$ cat config.mk
export PLATFORM = sky130hd
export DESIGN_NAME = ram_port_arbiter
export DESIGN_NICKNAME = d
export VERILOG_FILES = /design/src/rtl/ram_port_arbiter.sv
export SDC_FILE = /design/constraint.sdc
export NUM_CORES = 1
export LEC_CHECK = 0
export ABC_AREA = 1
export BUFFER_PORTS_ARGS = -buffer_cell sky130_fd_sc_hd__buf_2
export CAP_MARGIN = 0
export CORE_UTILIZATION = 55
export DETAILED_ROUTE_END_ITERATION = 7
export GPL_TIMING_DRIVEN = 1
export PLACE_DENSITY_LB_ADDON = 0.25
export SYNTH_ARGS = -nofsm -noshare
export SYNTH_HDL_FRONTEND = slang
export SYNTH_SLANG_ARGS = --single-unit
$ cat constraint.sdc
create_clock -name clk -period 2 [get_ports clk]
set_input_delay 0.4 -clock clk [delete_from_list [all_inputs] [get_ports clk]]
set_output_delay 0.4 -clock clk [all_outputs]
set_load 0.05 [all_outputs]
$ cat src/rtl/ram_port_arbiter.sv
// Two-port (CPU A / video B) front end for a single-command memory controller; strobe to mem_req is 2 cycles.
// No backpressure: A is held off by a_wait, extra B strobes are dropped with b_overrun, a stuck controller is aborted by a watchdog.
module ram_port_arbiter #(
  parameter int ADDR_W     = 21,
  parameter int STARVE_MAX = 2,
  parameter int TIMEOUT    = 255
) (
  input  logic              clk,
  input  logic              reset,
  input  logic              a_req,
  input  logic              a_rd_n,
  input  logic [ADDR_W-1:0] a_addr,
  input  logic [7:0]        a_di,
  output logic [7:0]        a_do,
  output logic              a_wait,
  input  logic              b_req,
  input  logic [ADDR_W-1:0] b_addr,
  output logic [7:0]        b_do,
  output logic              b_valid,
  output logic              mem_req,
  output logic              mem_we,
  output logic [ADDR_W-1:0] mem_addr,
  output logic [7:0]        mem_din,
  input  logic              mem_ack,
  input  logic [7:0]        mem_dout,
  output logic              b_overrun,
  output logic              timeout_err
);

  localparam int SKIP_W = (STARVE_MAX < 1) ? 1 : $clog2(STARVE_MAX + 1);
  localparam int WD_W   = (TIMEOUT < 2) ? 1 : $clog2(TIMEOUT + 1);

  typedef enum logic [1:0] {IDLE, ISSUE, WAIT_ACK} state_e;

  state_e              state_q, state_d;
  logic                owner_b_q, owner_b_d;
  logic                a_pend_q, a_pend_d;
  logic                a_rd_n_q, a_rd_n_d;
  logic [ADDR_W-1:0]   a_addr_q, a_addr_d;
  logic [7:0]          a_di_q, a_di_d;
  logic                b_pend_q, b_pend_d;
  logic [ADDR_W-1:0]   b_addr_q, b_addr_d;
  logic [SKIP_W-1:0]   skip_cnt_q, skip_cnt_d;
  logic [WD_W-1:0]     wd_cnt_q, wd_cnt_d;
  logic                a_wait_q, a_wait_d;
  logic [7:0]          a_do_q, a_do_d;
  logic [7:0]          b_do_q, b_do_d;
  logic                b_valid_q, b_valid_d;
  logic                b_overrun_q, b_overrun_d;
  logic                timeout_err_q, timeout_err_d;
  logic                mem_req_q, mem_req_d;
  logic                mem_we_q, mem_we_d;
  logic [ADDR_W-1:0]   mem_addr_q, mem_addr_d;
  logic [7:0]          mem_din_q, mem_din_d;

  logic                b_busy;
  logic                grant_b;
  logic [7:0]          rdata;

  always_comb begin
    state_d       = state_q;
    owner_b_d     = owner_b_q;
    a_pend_d      = a_pend_q;
    a_rd_n_d      = a_rd_n_q;
    a_addr_d      = a_addr_q;
    a_di_d        = a_di_q;
    b_pend_d      = b_pend_q;
    b_addr_d      = b_addr_q;
    skip_cnt_d    = skip_cnt_q;
    wd_cnt_d      = wd_cnt_q;
    a_wait_d      = a_wait_q;
    a_do_d        = a_do_q;
    b_do_d        = b_do_q;
    b_valid_d     = 1'b0;
    b_overrun_d   = 1'b0;
    timeout_err_d = 1'b0;
    mem_req_d     = 1'b0;
    mem_we_d      = mem_we_q;
    mem_addr_d    = mem_addr_q;
    mem_din_d     = mem_din_q;
    grant_b       = 1'b0;
    rdata         = 8'hFF;

    // B counts as busy only while pending or actually owning the controller;
    // in the completion cycle the FSM is already back in IDLE.
    b_busy = b_pend_q || ((state_q != IDLE) && owner_b_q);

    if (a_req && !a_wait_q) begin
      a_pend_d = 1'b1;
      a_wait_d = 1'b1;
      a_rd_n_d = a_rd_n;
      a_addr_d = a_addr;
      a_di_d   = a_di;
    end

    if (b_req) begin
      if (b_busy) begin
        b_overrun_d = 1'b1;
      end else begin
        b_pend_d = 1'b1;
        b_addr_d = b_addr;
      end
    end

    unique case (state_q)
      IDLE: begin
        if (a_pend_q || b_pend_q) begin
          grant_b   = b_pend_q && !(a_pend_q && (skip_cnt_q == SKIP_W'(STARVE_MAX)));
          state_d   = ISSUE;
          owner_b_d = grant_b;
          mem_req_d = 1'b1;
          if (grant_b) begin
            mem_we_d   = 1'b0;
            mem_addr_d = b_addr_q;
            b_pend_d   = 1'b0;
            // Only reached below STARVE_MAX, so the count saturates there.
            if (a_pend_q) begin
              skip_cnt_d = skip_cnt_q + SKIP_W'(1);
            end
          end else begin
            mem_we_d   = a_rd_n_q;
            mem_addr_d = a_addr_q;
            mem_din_d  = a_di_q;
            a_pend_d   = 1'b0;
            skip_cnt_d = '0;
          end
        end
      end
      ISSUE: begin
        state_d  = WAIT_ACK;
        wd_cnt_d = '0;
      end
      WAIT_ACK: begin
        if (mem_ack || (wd_cnt_q == WD_W'(TIMEOUT - 1))) begin
          rdata         = mem_ack ? mem_dout : 8'hFF;
          timeout_err_d = !mem_ack;
          state_d       = IDLE;
          if (owner_b_q) begin
            b_do_d    = rdata;
            b_valid_d = 1'b1;
          end else begin
            a_wait_d = 1'b0;
            if (!mem_we_q) begin
              a_do_d = rdata;
            end
          end
        end else begin
          wd_cnt_d = wd_cnt_q + WD_W'(1);
        end
      end
      default: state_d = IDLE;
    endcase
  end

  always_ff @(posedge clk) begin
    if (reset) begin
      state_q       <= IDLE;
      owner_b_q     <= 1'b0;
      a_pend_q      <= 1'b0;
      a_rd_n_q      <= 1'b0;
      a_addr_q      <= '0;
      a_di_q        <= '0;
      b_pend_q      <= 1'b0;
      b_addr_q      <= '0;
      skip_cnt_q    <= '0;
      wd_cnt_q      <= '0;
      a_wait_q      <= 1'b0;
      a_do_q        <= 8'h00;
      b_do_q        <= 8'h00;
      b_valid_q     <= 1'b0;
      b_overrun_q   <= 1'b0;
      timeout_err_q <= 1'b0;
      mem_req_q     <= 1'b0;
      mem_we_q      <= 1'b0;
      mem_addr_q    <= '0;
      mem_din_q     <= '0;
    end else begin
      state_q       <= state_d;
      owner_b_q     <= owner_b_d;
      a_pend_q      <= a_pend_d;
      a_rd_n_q      <= a_rd_n_d;
      a_addr_q      <= a_addr_d;
      a_di_q        <= a_di_d;
      b_pend_q      <= b_pend_d;
      b_addr_q      <= b_addr_d;
      skip_cnt_q    <= skip_cnt_d;
      wd_cnt_q      <= wd_cnt_d;
      a_wait_q      <= a_wait_d;
      a_do_q        <= a_do_d;
      b_do_q        <= b_do_d;
      b_valid_q     <= b_valid_d;
      b_overrun_q   <= b_overrun_d;
      timeout_err_q <= timeout_err_d;
      mem_req_q     <= mem_req_d;
      mem_we_q      <= mem_we_d;
      mem_addr_q    <= mem_addr_d;
      mem_din_q     <= mem_din_d;
    end
  end

  assign a_do        = a_do_q;
  assign a_wait      = a_wait_q;
  assign b_do        = b_do_q;
  assign b_valid     = b_valid_q;
  assign mem_req     = mem_req_q;
  assign mem_we      = mem_we_q;
  assign mem_addr    = mem_addr_q;
  assign mem_din     = mem_din_q;
  assign b_overrun   = b_overrun_q;
  assign timeout_err = timeout_err_q;

endmodule

==> flow_summary.ini <==
[status]
run_status = finished, final reports clean

[cts]
cts-hold-fix-buffers = 0
cts_tree = built
postCtsSetupBuffers = 0
clock_tree.htree_level_count = 4
ctsResizeCount = 0
cts-root-to-sink-buffers = 2
clock-root-buffer = clkbuf_8
cts.sinks = 117
cts_inserted_buffers = 17
clk_pin_slew_ns = 0.05
clock_insertion_delay_worst_skew_ns = 0.52

[route]
count_of_routing_violations_after_the_opening_detailed_route_iteration = 353
via_per_inst = 5.43
met3_length_um = 825
average_routed_wire_per_standard_cell_um = 14.4
wl_um = 11600
top_layer_reached_by_signal_wires = met4
drcViolationCount = 0
drt_pass1_iterations = 5
drt.antenna.violating_nets = 0
dr_total_vias = 4363
met2_wirelength_um = 5780
met1_layer_wirelength_in_the_final_routing_um = 4660

[die]
initial_utilization = 0.575
floorplan.io_pins = 115
placeableCoreArea_mm2 = 0.00785
placement_rows = 32
die-height_um = 92.6
chipWidth_um = 92.6
die_area_mm2 = 0.00857

[critical_path]
origin_of_the_critical_flop_to_flop_path = skip_cnt_q[0]
critPathLaunchType = flop
timing.critical_path.required_ns = 2.41
regToRegEndpoint = mem_din[1]
critical_path_class = flop to flop
cp_data_arrival_time_ns = 2.09
r2r_cells = 9
reg2reg_setup_slack_ns = 0.32
max_fo_critical_path = 18
worstSetupEndpointType = flop

[logic_synthesis]
average_cell_area_after_synthesis_um2 = 7.78
synthesis.area_mm2 = 0.00451
yosys_most_used_dff = dfxtp_1
synth.top_cells.by_area = dfxtp_1, nand2_1, nor2_1, a21oi_1, o21ai_0
postSynth.asyncResetShare = 0
ys_types = 29
syn_nets = 647
number_of_instances_in_the_synthesized_netlist = 580
synth_edf_count = 0
warnings_synthesis = 0
post-synth-top-area-cell = dfxtp_1
postSynthRegisterBits = 117
synth-seq-area-share = 0.519
synth_top_cell_area_share = 0.519

[pwr]
switch_pwr_w = 0.00184
vdd_drop_max_mv = 0.726
swShare = 0.279
cellPowerDensity_mw_per_mm2 = 1150
p_int_w = 0.00477
share_comb_of_total_power = 0.151
total_power_w = 0.00661
p_leak_nw = 2.46
clkPwrFrac = 0.455
power.sequential.fraction = 0.394

[timing]
timing.setup.tns_ns = 0
setup_viol = 0
achievable-frequency_mhz = 595
final_min_period_over_clock_period = 0.840
post-route-min-period_ns = 1.68
tightest_slew_ns = 0.735
final_max_slew_viol_count = 0
slew-limit-headroom = 0.510
finalHoldViolCount = 0
rsz0062_at_grt = no
clock_skew_ns = 0.0106

[placed_design]
port_buffers = 114
place_congestion = 0.841
dp_cells = 773
hpwlAfterDp_um = 7310
dpl_cell_area_mm2 = 0.00514

[global_route]
number_of_antenna_violations_at_the_first_check_in_global_routing = 0
number_of_global_route_vias_before_repair = 4231
grt_max_degree = 73
grt.total_usage = 0.288
grt_overflow = 0
grt_pass1_wl_um = 19100

[hold_path]
min_from = mem_ack
hold-path-endpoint = timeout_err
min_path_type = primary input to flop
min_delay_path_depth = 2

[cells_and_area]
final_layout_size_suffix_gt1_frac = 0.252
num-nets-final = 757
final_cells = 804
areaGrowthSynthToFinish_pct = 27.1
layout.cell_area.non_filler_mm2 = 0.00573
num-fill-cells = 626
antennaDiodeCount = 0

[job]
cap_violations = 0
## power by group through the flow
| stage | Combinational, W | Sequential, W | Clock [W] |
|---|---|---|---|
| 2_1_floorplan | 0.000473 | 0.00289 | 0 |
| 3_3_place_gp | 0.000965 | 0.00265 | 0 |
| 3_5_place_dp | 0.000985 | 0.00265 | 0 |
| 4_1_cts | 0.000995 | 0.00260 | 0.00302 |
| 5_1_grt | 0.00108 | 0.00262 | 0.00317 |
| 6_report | 0.00100 | 0.00260 | 0.00301 |
## stage by stage
stage                     setup slack [ns]  hold WS [ns]  utilization
final                                0.320        0.0642        0.731
after floorplan                      0.620         0.439            -
after global routing                 0.121        0.0508        0.731
after CTS                            0.332        0.0518        0.731
after global placement               0.431         0.447        0.656
after detailed placement             0.360         0.450        0.656
## worst max-delay path by stage
stage / start / endpoint / slack, ns / cells past startpoint
after floorplan: a_wait / a_addr_q[11] / 0.62 / 5
after global placement: skip_cnt_q[0] / mem_din[7] / 0.43 / 9
after detailed placement: skip_cnt_q[0] / mem_din[1] / 0.36 / 9
after CTS: skip_cnt_q[0] / mem_din[1] / 0.33 / 9
after global routing: skip_cnt_q[0] / mem_din[5] / 0.12 / 9
final: skip_cnt_q[0] / mem_din[1] / 0.32 / 9
## metal layers
metal | global-route usage | up-vias
met5 | 0 | -
met4 | 0.128 | 0
met3 | 0.104 | 31
met2 | 0.488 | 185
met1 | 0.324 | 2004
li1 | - | 2143
## cell usage in the layout (no fill, tap or decap), types with 8 or more instances in the layout
cell type,instances
a31oi_1,21
a21oi_1,48
buf_4,10
nand3_1,29
nand2_1,123
nor2_1,97
buf_2,114
or2_2,8
o21ai_0,44
nand4_1,17
dfxtp_1,117
inv_1,15
clkbuf_16,16
## sequential cells by signal, indices dropped and copies added, names as in the netlist, 2 cells and up
register    cells
a_addr_q       21
b_addr_q       21
mem_addr       21
a_di_q          8
a_do            8
b_do            8
mem_din         8
wd_cnt_q        8
skip_cnt_q      2
state_q         2
## synthesized netlist by cell type (all sizes together), types with 9 or more instances
library cell	number
nand4	17
dfxtp	117
buf	16
or2	9
nand3	32
o21ai	45
nand2	124
a21oi	49
inv	17
a31oi	21
nor2	103
clkbuf	19
## critical path, stage by stage (launching register included)
cell and delay [ns]:
dfxtp_1 0.30, inv_1 0.09, ha_1 0.16, nand2_1 0.05, nand2_1 0.12, inv_2 0.06, nor2_4 0.35, inv_1 0.24
nor2_1 0.15, nor2_1 0.05
## area by class of cell
class	count	area (um2)	area share
Clock buffer	22	463	0.0807
Clock inverter	9	126	0.0220
Inverter	18	67.6	0.0118
Multi-Input combinational cell	410	1920	0.335
Sequential cell	117	2340	0.408
Tap cell	102	128	0.0223
Timing Repair Buffer	126	686	0.120
## cell families (layout without fill, tap and decap cells)
family	after synthesis	in the layout	share of synthesized area
and+or+nand+nor	289	289	0.275
AOI/OAI and AO/OA	118	118	0.142
DFF	117	117	0.519
buffers and inverters	53	175	0.0557
adders and majority gates	3	3	0.00832
(Power assumes the default switching activity.)
